`config.mk`:
```
export PLATFORM = sky130hd
export DESIGN_NAME = data_axi_bridge
export DESIGN_NICKNAME = d
export VERILOG_FILES = /design/src/rtl/data_axi_bridge.sv
export SDC_FILE = /design/constraint.sdc
export NUM_CORES = 1
export LEC_CHECK = 0
export CAP_MARGIN = 15
export CORE_MARGIN = 2
export CORE_UTILIZATION = 37
export DETAILED_ROUTE_END_ITERATION = 10
export PLACE_DENSITY = 0.79
export SLEW_MARGIN = 10
export SYNTH_ARGS = -nofsm -noshare
export SYNTH_HDL_FRONTEND = slang
export SYNTH_SLANG_ARGS = --single-unit
```
`constraint.sdc`:
```
create_clock -name clk_i -period 2.01 [get_ports clk_i]
set_clock_uncertainty 0.1 [all_clocks]
set_input_delay 0.3015 -clock clk_i [delete_from_list [all_inputs] [get_ports clk_i]]
set_output_delay 0.3015 -clock clk_i [all_outputs]
set_load 0.1 [all_outputs]
```
`src/rtl/data_axi_bridge.sv`:
```
// Bridges the core's single-cycle data SRAM port onto AXI4 with one access in flight.
// The core is stalled from request acceptance until the access reaches the DONE state.
module data_axi_bridge #(
  parameter logic [3:0] RdId = 4'd1,
  parameter logic [3:0] WrId = 4'd1
) (
  input  logic        clk_i,
  input  logic        rst_ni,
  // core data SRAM port
  input  logic        data_sram_en_i,
  input  logic [3:0]  data_sram_wen_i,
  input  logic [31:0] data_sram_addr_i,
  input  logic [31:0] data_sram_wdata_i,
  output logic [31:0] data_sram_rdata_o,
  output logic        stall_req_o,
  output logic        bus_err_o,
  // AXI read address
  output logic [3:0]  arid_o,
  output logic [31:0] araddr_o,
  output logic [7:0]  arlen_o,
  output logic [2:0]  arsize_o,
  output logic [1:0]  arburst_o,
  output logic        arvalid_o,
  input  logic        arready_i,
  // AXI read data
  input  logic [3:0]  rid_i,
  input  logic [31:0] rdata_i,
  input  logic [1:0]  rresp_i,
  input  logic        rlast_i,
  input  logic        rvalid_i,
  output logic        rready_o,
  // AXI write address
  output logic [3:0]  awid_o,
  output logic [31:0] awaddr_o,
  output logic [7:0]  awlen_o,
  output logic [2:0]  awsize_o,
  output logic [1:0]  awburst_o,
  output logic        awvalid_o,
  input  logic        awready_i,
  // AXI write data
  output logic [31:0] wdata_o,
  output logic [3:0]  wstrb_o,
  output logic        wlast_o,
  output logic        wvalid_o,
  input  logic        wready_i,
  // AXI write response
  input  logic [3:0]  bid_i,
  input  logic [1:0]  bresp_i,
  input  logic        bvalid_i,
  output logic        bready_o
);

  typedef enum logic [2:0] {
    StIdle, StRdAddr, StRdData, StWrReq, StWrResp, StDone
  } state_e;

  state_e      state_q, state_d;
  logic [31:0] addr_q, addr_d;
  logic [31:0] wdata_q, wdata_d;
  logic [31:0] rdata_q, rdata_d;
  logic [3:0]  wen_q, wen_d;
  logic [1:0]  resp_q, resp_d;
  logic        aw_done_q, aw_done_d;
  logic        w_done_q, w_done_d;
  logic        aw_hs, w_hs;

  // Single outstanding transaction makes the returned IDs unambiguous.
  logic unused_ids;
  assign unused_ids = ^{rid_i, bid_i};

  always_ff @(posedge clk_i or negedge rst_ni) begin
    if (!rst_ni) begin
      state_q   <= StIdle;
      addr_q    <= '0;
      wdata_q   <= '0;
      rdata_q   <= '0;
      wen_q     <= '0;
      resp_q    <= '0;
      aw_done_q <= 1'b0;
      w_done_q  <= 1'b0;
    end else begin
      state_q   <= state_d;
      addr_q    <= addr_d;
      wdata_q   <= wdata_d;
      rdata_q   <= rdata_d;
      wen_q     <= wen_d;
      resp_q    <= resp_d;
      aw_done_q <= aw_done_d;
      w_done_q  <= w_done_d;
    end
  end

  always_comb begin
    state_d     = state_q;
    addr_d      = addr_q;
    wdata_d     = wdata_q;
    rdata_d     = rdata_q;
    wen_d       = wen_q;
    resp_d      = resp_q;
    aw_done_d   = aw_done_q;
    w_done_d    = w_done_q;
    arvalid_o   = 1'b0;
    rready_o    = 1'b0;
    awvalid_o   = 1'b0;
    wvalid_o    = 1'b0;
    bready_o    = 1'b0;
    stall_req_o = 1'b1;
    bus_err_o   = 1'b0;
    aw_hs       = 1'b0;
    w_hs        = 1'b0;

    unique case (state_q)
      StIdle: begin
        // Gate with reset so the core is never stalled while the bridge is held in reset.
        stall_req_o = data_sram_en_i & rst_ni;
        if (data_sram_en_i) begin
          addr_d    = data_sram_addr_i;
          wdata_d   = data_sram_wdata_i;
          wen_d     = data_sram_wen_i;
          aw_done_d = 1'b0;
          w_done_d  = 1'b0;
          state_d   = (data_sram_wen_i == 4'b0000) ? StRdAddr : StWrReq;
        end
      end
      StRdAddr: begin
        arvalid_o = 1'b1;
        if (arready_i) state_d = StRdData;
      end
      StRdData: begin
        rready_o = 1'b1;
        if (rvalid_i && rlast_i) begin
          rdata_d = rdata_i;
          resp_d  = rresp_i;
          state_d = StDone;
        end
      end
      StWrReq: begin
        awvalid_o = ~aw_done_q;
        wvalid_o  = ~w_done_q;
        aw_hs     = awvalid_o & awready_i;
        w_hs      = wvalid_o & wready_i;
        aw_done_d = aw_done_q | aw_hs;
        w_done_d  = w_done_q | w_hs;
        if (aw_done_d && w_done_d) state_d = StWrResp;
      end
      StWrResp: begin
        bready_o = 1'b1;
        if (bvalid_i) begin
          resp_d  = bresp_i;
          state_d = StDone;
        end
      end
      StDone: begin
        stall_req_o = 1'b0;
        bus_err_o   = (resp_q != 2'b00);
        state_d     = StIdle;
      end
      default: state_d = StIdle;
    endcase
  end

  assign data_sram_rdata_o = rdata_q;

  assign arid_o    = RdId;
  assign araddr_o  = {addr_q[31:2], 2'b00};
  assign arlen_o   = 8'd0;
  assign arsize_o  = 3'b010;
  assign arburst_o = 2'b01;

  assign awid_o    = WrId;
  assign awaddr_o  = {addr_q[31:2], 2'b00};
  assign awlen_o   = 8'd0;
  assign awsize_o  = 3'b010;
  assign awburst_o = 2'b01;

  assign wdata_o   = wdata_q;
  assign wstrb_o   = wen_q;
  assign wlast_o   = 1'b1;

endmodule
```
==> flow_summary.yaml, run 1 <==
place:
  port_buffers: 245
  hpwl_um: 9170
  gp_congestion: 0.753
  pre_cts_ws_ns: -0.0822
clocking:
  root_buffer: "clkbuf_16"
  clk-insertion-delay-late_ns: 0.34
  cts_tree: "built"
  clock_sinks: 105
  cts.clk_slew.worst_paths_ns: 0.07
  numCtsBuffers: 9
  h-tree-depth: 3
  cts_max_path_buffers: 2
routing:
  wl_um: 11700
  drt_pass1_iterations: 4
  vias_per_cell: 4.50
  routedWlPerCell_um: 15.8
  drtAntennaViolNets: 0
  drtIter0Drc: 129
  drcViolationCount: 0
  num_vias: 3324
sta:
  grt_setup_unrepaired: "false"
  max_freq_mhz: 521
  worst_slew_pin_slew_ns: 0.814
  setup_viol: 0
  whs_ns: 0.395
  relSlewSlack: 0.457
  period_needed_ns: 1.92
  drv_slew: 0
  worst_slack_ns: 0.0900
  fin_crit_sh: 0.955
  hold_viol: 0
synth:
  synth_xor_area_frac: 0
  async_reset_ff_frac: 1.00
  yosys.area_share.simple: 0.0360
  netlist.area_leader.share: 0.565
  ys_seq_area_frac: 0.565
  avgSynthCellArea_sq_um: 13.9
  synthTopCellsByArea: "dfrtp_1 (56%), mux2_2 (20%), buf_4 (12%)"
  ys.flop_type: "dfrtp_1"
  yosysTopAreaCell: "dfrtp_1"
  synthMuxAreaShare: 0.249
  synth_top_family_by_area: "multiplexers"
  synth_cell_types: 31
  syn_inst: 334
  synth_compound_area_frac: 0.0177
  synth_area_sq_um: 4650
  yosys_register_bits: 105
  synth_edf_count: 0
  yosysWarnings: 0
  synthAdderAreaFrac: 0
job:
  maxCapViolations: 0
finish:
  final_core_util: 0.593
  num-fill-cells: 990
  fin_nets: 686
  syn_to_final_growth_pct: 55.0
  final_layout_size_suffix_gt1_frac: 0.470
worst_setup_path:
  rr_worst_depth: 5
  path_cells: "buf_4 -> nor3b_4 -> buf_4 -> buf_12"
  critPathLaunchType: "register"
  crit_buf_inv: 3
  end_kind: "output pin"
  r2r-end: "resp_q[0]"
  r2r_slack_ns: 0.21
  critPathSlowestCell: "dfrtp_1"
  path_class: "register to output pin"
  arrival_ns: 1.52
  cp_top_family: "buffers and inverters"
  crit-reg2reg-launch: "state_q[1]"
  crit_required_ns: 1.61
  max_stage_delay_ns: 0.42
  critPathMostFrequentCell: "buf_4"
  cp_max_fo: 7
grt:
  antenna_found_initial: 1
  grt_max_degree: 67
  grt_pass1_wl_um: 17500
  grt_overflow_total: 0
  grt_pass1_vias: 3410
  grt_use_total: 0.172
min_path:
  hold_path_class: "register to register"
  hp-start: "wdata_o[14]"
  min_path_cells: 1
  holdPathEnd: "wdata_o[14]"
floorplanning:
  ios: 295
  core.rowCount: 40
  die_h_um: 116
  die_area_sq_um: 13500
  initial_core_util: 0.383
  core_area_sq_um: 12200
  die_w_um: 116
status:
  status: "completed"
==> registers in the layout, indices dropped and copies added (netlist names) <==
signal / count
wstrb_o: 4
data_sram_rdata_o: 32
wdata_o: 32
w_done_q: 1
state_q: 3
addr_q: 30
aw_done_q: 1
resp_q: 2
==> how the worst max path moves through the flow <==
| stage | startpoint | slack, ns | to | cells past startpoint |
|---|---|---|---|---|
| finish | state_q[1] | 0.09 | bready_o | 4 |
| floorplan | state_q[0] | -0.33 | arvalid_o | 3 |
| CTS | data_sram_en_i | 0.008 | stall_req_o | 5 |
| global placement | data_sram_en_i | -0.02 | wdata_o[23] | 5 |
| global route | state_q[1] | 0.01 | bready_o | 4 |
| detailed placement | data_sram_en_i | -0.08 | wdata_o[5] | 5 |
==> layout by cell type (no fill, tap or decap), types with 2 or more instances in the layout <==
| cell | n |
|---|---|
| buf_4 | 145 |
| dfrtp_1 | 103 |
| nor3_4 | 2 |
| bufinv_16 | 2 |
| nor2_4 | 2 |
| a31oi_1 | 2 |
| nand2_1 | 5 |
| mux2_2 | 78 |
| nand2b_1 | 2 |
| nand3_1 | 2 |
| inv_6 | 2 |
| mux2_4 | 4 |
| buf_12 | 10 |
| nor2_1 | 4 |
| mux2_1 | 20 |
| clkdlybuf4s50_1 | 108 |
| dfrtp_2 | 2 |
| clkbuf_16 | 9 |
| conb_1 | 39 |
| a21oi_1 | 4 |
==> cell type report <==
class,instances,area [sq um],share of cell area
Sequential cell,105,2630,0.365
Timing Repair Buffer,265,2390,0.332
Multi-Input combinational cell,183,1640,0.227
Clock buffer,10,239,0.0331
Tap cell,168,210,0.0292
Clock inverter,6,96.3,0.0134
Inverter,1,3.75,0.000521
Antenna cell,1,2.50,0.000347
==> per-stage QoR <==
stage / setup TNS [ns] / area [sq um] / std cells
floorplan: -1.74 / 4850 / 371
global placement: -0.0857 / 6790 / 715
detailed placement: -2.83 / 6790 / 715
CTS: 0 / 7180 / 736
global route: 0 / 7210 / 739
finish: 0 / 7210 / 739
==> cell usage after synthesis, types with 2 or more instances <==
cell type  number
nor3_2          2
conb_1          2
mux2_1         21
nand2b_1        2
mux2_2         81
nor2_1          7
buf_2           7
a211oi_1        2
dfrtp_1       105
a21oi_1         4
buf_6           2
nand3_1         2
buf_4          73
nor2b_1         2
nand2_1         5
a31oi_1         2
==> timing repair <==
item / CTS / global route
pin swaps: 1 / 1
setup buffers: 3 / 2
endpoints found under the setup margin: 4 / 6
endpoints found under the hold margin: 39 / 0
cloned: 0 / 0
hold buffers: 2 / 0
gates resized for setup: 2 / 5
==> kinds of logic after synthesis <==
kind of cell,count (synthesis)
AOI/OAI and AO/OA,13
and+or+nand+nor,28
DFF,105
buffers and inverters,83
muxes,103
other,2
==> metal layers <==
metal | vias to the layer above | wire length (um) | GRT usage
met5 | - | 0 | 0
met4 | 0 | 242 | 0.0706
met3 | 15 | 1310 | 0.0758
met2 | 185 | 6180 | 0.309
met1 | 1624 | 3920 | 0.176
li1 | 1500 | - | -
Power of run 1 is not shown: default switching activity piles up to over one toggle a cycle in this logic, so the estimate is an artifact.
==> run 2, diff against run 1 <==
- CORE_MARGIN: 2 -> 8
- CORE_UTILIZATION: 37 -> 38
- CTS_BUF_LIST: unset -> sky130_fd_sc_hd__clkbuf_8
- PLACE_DENSITY: 0.79 -> 0.81
==> flow_summary.yaml, run 2 (synthesis results as in run 1) <==
floorplanning:
  die_w_um: 127
  ios: 295
  die_h_um: 127
  die_area_sq_um: 16000
  initial_core_util: 0.389
  core_area_sq_um: 12000
  core.rowCount: 40
grt:
  grt_overflow_total: 0
  grt_pass1_vias: 3663
  antenna_found_initial: 0
  grt_max_degree: 106
  grt_use_total: 0.157
  grt_pass1_wl_um: 19900
worst_setup_path:
  cp-startpoint: "state_q[0]"
  r2r-end: "addr_q[26]"
  crit_required_ns: 1.61
  rr_worst_depth: 6
  path_class: "register to output pin"
  crit-reg2reg-launch: "state_q[0]"
  r2r_slack_ns: 0.14
  arrival_ns: 1.54
  critPathLaunchType: "register"
  cp-endpoint: "bus_err_o"
  cp_max_fo: 8
  end_kind: "output pin"
clocking:
  cts.clk_slew.worst_paths_ns: 0.10
  clk-insertion-delay-late_ns: 0.35
  root_buffer: "clkbuf_8"
  clock_sinks: 105
  h-tree-depth: 3
  cts_tree: "built"
  numCtsBuffers: 9
  cts_max_path_buffers: 2
routing:
  drt_pass1_iterations: 4
  drtAntennaViolNets: 0
  dr.max_layer_used: "met4"
  wl_um: 13000
  drcViolationCount: 0
  wl_met2_um: 7150
  wl_met1_um: 4230
  routedWlPerCell_um: 18.2
  drtIter0Drc: 87
  vias_per_cell: 4.54
  wl_met3_um: 1500
  num_vias: 3256
place:
  post_dp_cell_area_sq_um: 6810
  gp_congestion: 0.770
  hpwl_um: 10400
  port_buffers: 245
  dpl.cell_count: 695
finish:
  n_antenna_cell: 0
  fin_area_sq_um: 7080
  final_layout_size_suffix_gt1_frac: 0.472
  final_cell_mix: "buf_4 (143), clkdlybuf4s50_1 (108), dfrtp_1 (102), mux2_2 (78), conb_1 (39)"
  fin_nets: 686
  syn_to_final_growth_pct: 52.1
  num-fill-cells: 960
  final_common_cell: "buf_4"
  fin_cells: 717
min_path:
  hp-start: "wdata_o[5]"
  hold_path_class: "register to register"
sta:
  max_freq_mhz: 514
  worst_slew_pin_slew_ns: 0.553
  setup_tns_ns: 0
  period_needed_ns: 1.95
  relSlewSlack: 0.632
  grt_setup_unrepaired: "true"
  fin_crit_sh: 0.968
  setup_viol: 0
  drv_slew: 0
  hold_viol: 0
  whs_ns: 0.396
status:
  status: "completed"
job:
  maxCapViolations: 0
-- run 2: changes by cell type in the layout (fill, tap and decap cells not counted), sizes merged --
cell | previous run | this run
diode | 1 | 0
dlymetal6s2s | 1 | 0
inv | 4 | 3
clkinv | 0 | 2
dlygate4sd2 | 0 | 1
bufinv | 2 | 1
-- run 2: area by class of cell --
class	instances	area, sq um	area share
clock buffer	10	138	0.0195
tap	147	184	0.0260
sequential	105	2630	0.372
inverter	1	3.75	0.000531
timing repair buffer	265	2410	0.341
clock inverter	6	65.1	0.00920
multi-input combinational	183	1640	0.232
-- run 2: how the worst min path moves through the flow --
stage | to | slack (ns) | depth (start not counted)
final | wdata_o[5] | 0.40 | 1
after detailed placement | data_sram_rdata_o[3] | 0.35 | 2
after global placement | state_q[2] | 0.34 | 2
after CTS | wdata_o[5] | 0.40 | 1
after floorplan | addr_q[10] | -0.09 | 0
after global routing | data_sram_rdata_o[5] | 0.41 | 2
-- run 2: critical path, stage by stage (launching register included) --
cell and delay [ns]:
dfrtp_2 0.48, inv_1 0.17, nor4b_4 0.33, buf_12 0.21
-- run 2: timing repair --
item,4_1_cts,5_1_grt
hold buffers,1,0
endpoints found under the setup margin,6,4
buffers inserted,5,0
resized for setup,6,2
endpoints found under the hold margin,105,0
-- run 2: metal layers --
layer	vias up	global-route usage
li1	1498	-
met1	1591	0.144
met2	156	0.304
met3	11	0.0695
met4	0	0.0448
met5	-	0
-- run 2: through the flow --
| step | setup WS [ns] | util |
|---|---|---|
| finish | 0.0649 | 0.592 |
| global route | -0.0240 | 0.592 |
| CTS | 0.00602 | 0.591 |
| detailed placement | -0.0490 | 0.569 |
| global placement | -0.000874 | 0.569 |
| floorplan | -0.331 | - |
Power of run 2 is left out for the same reason.
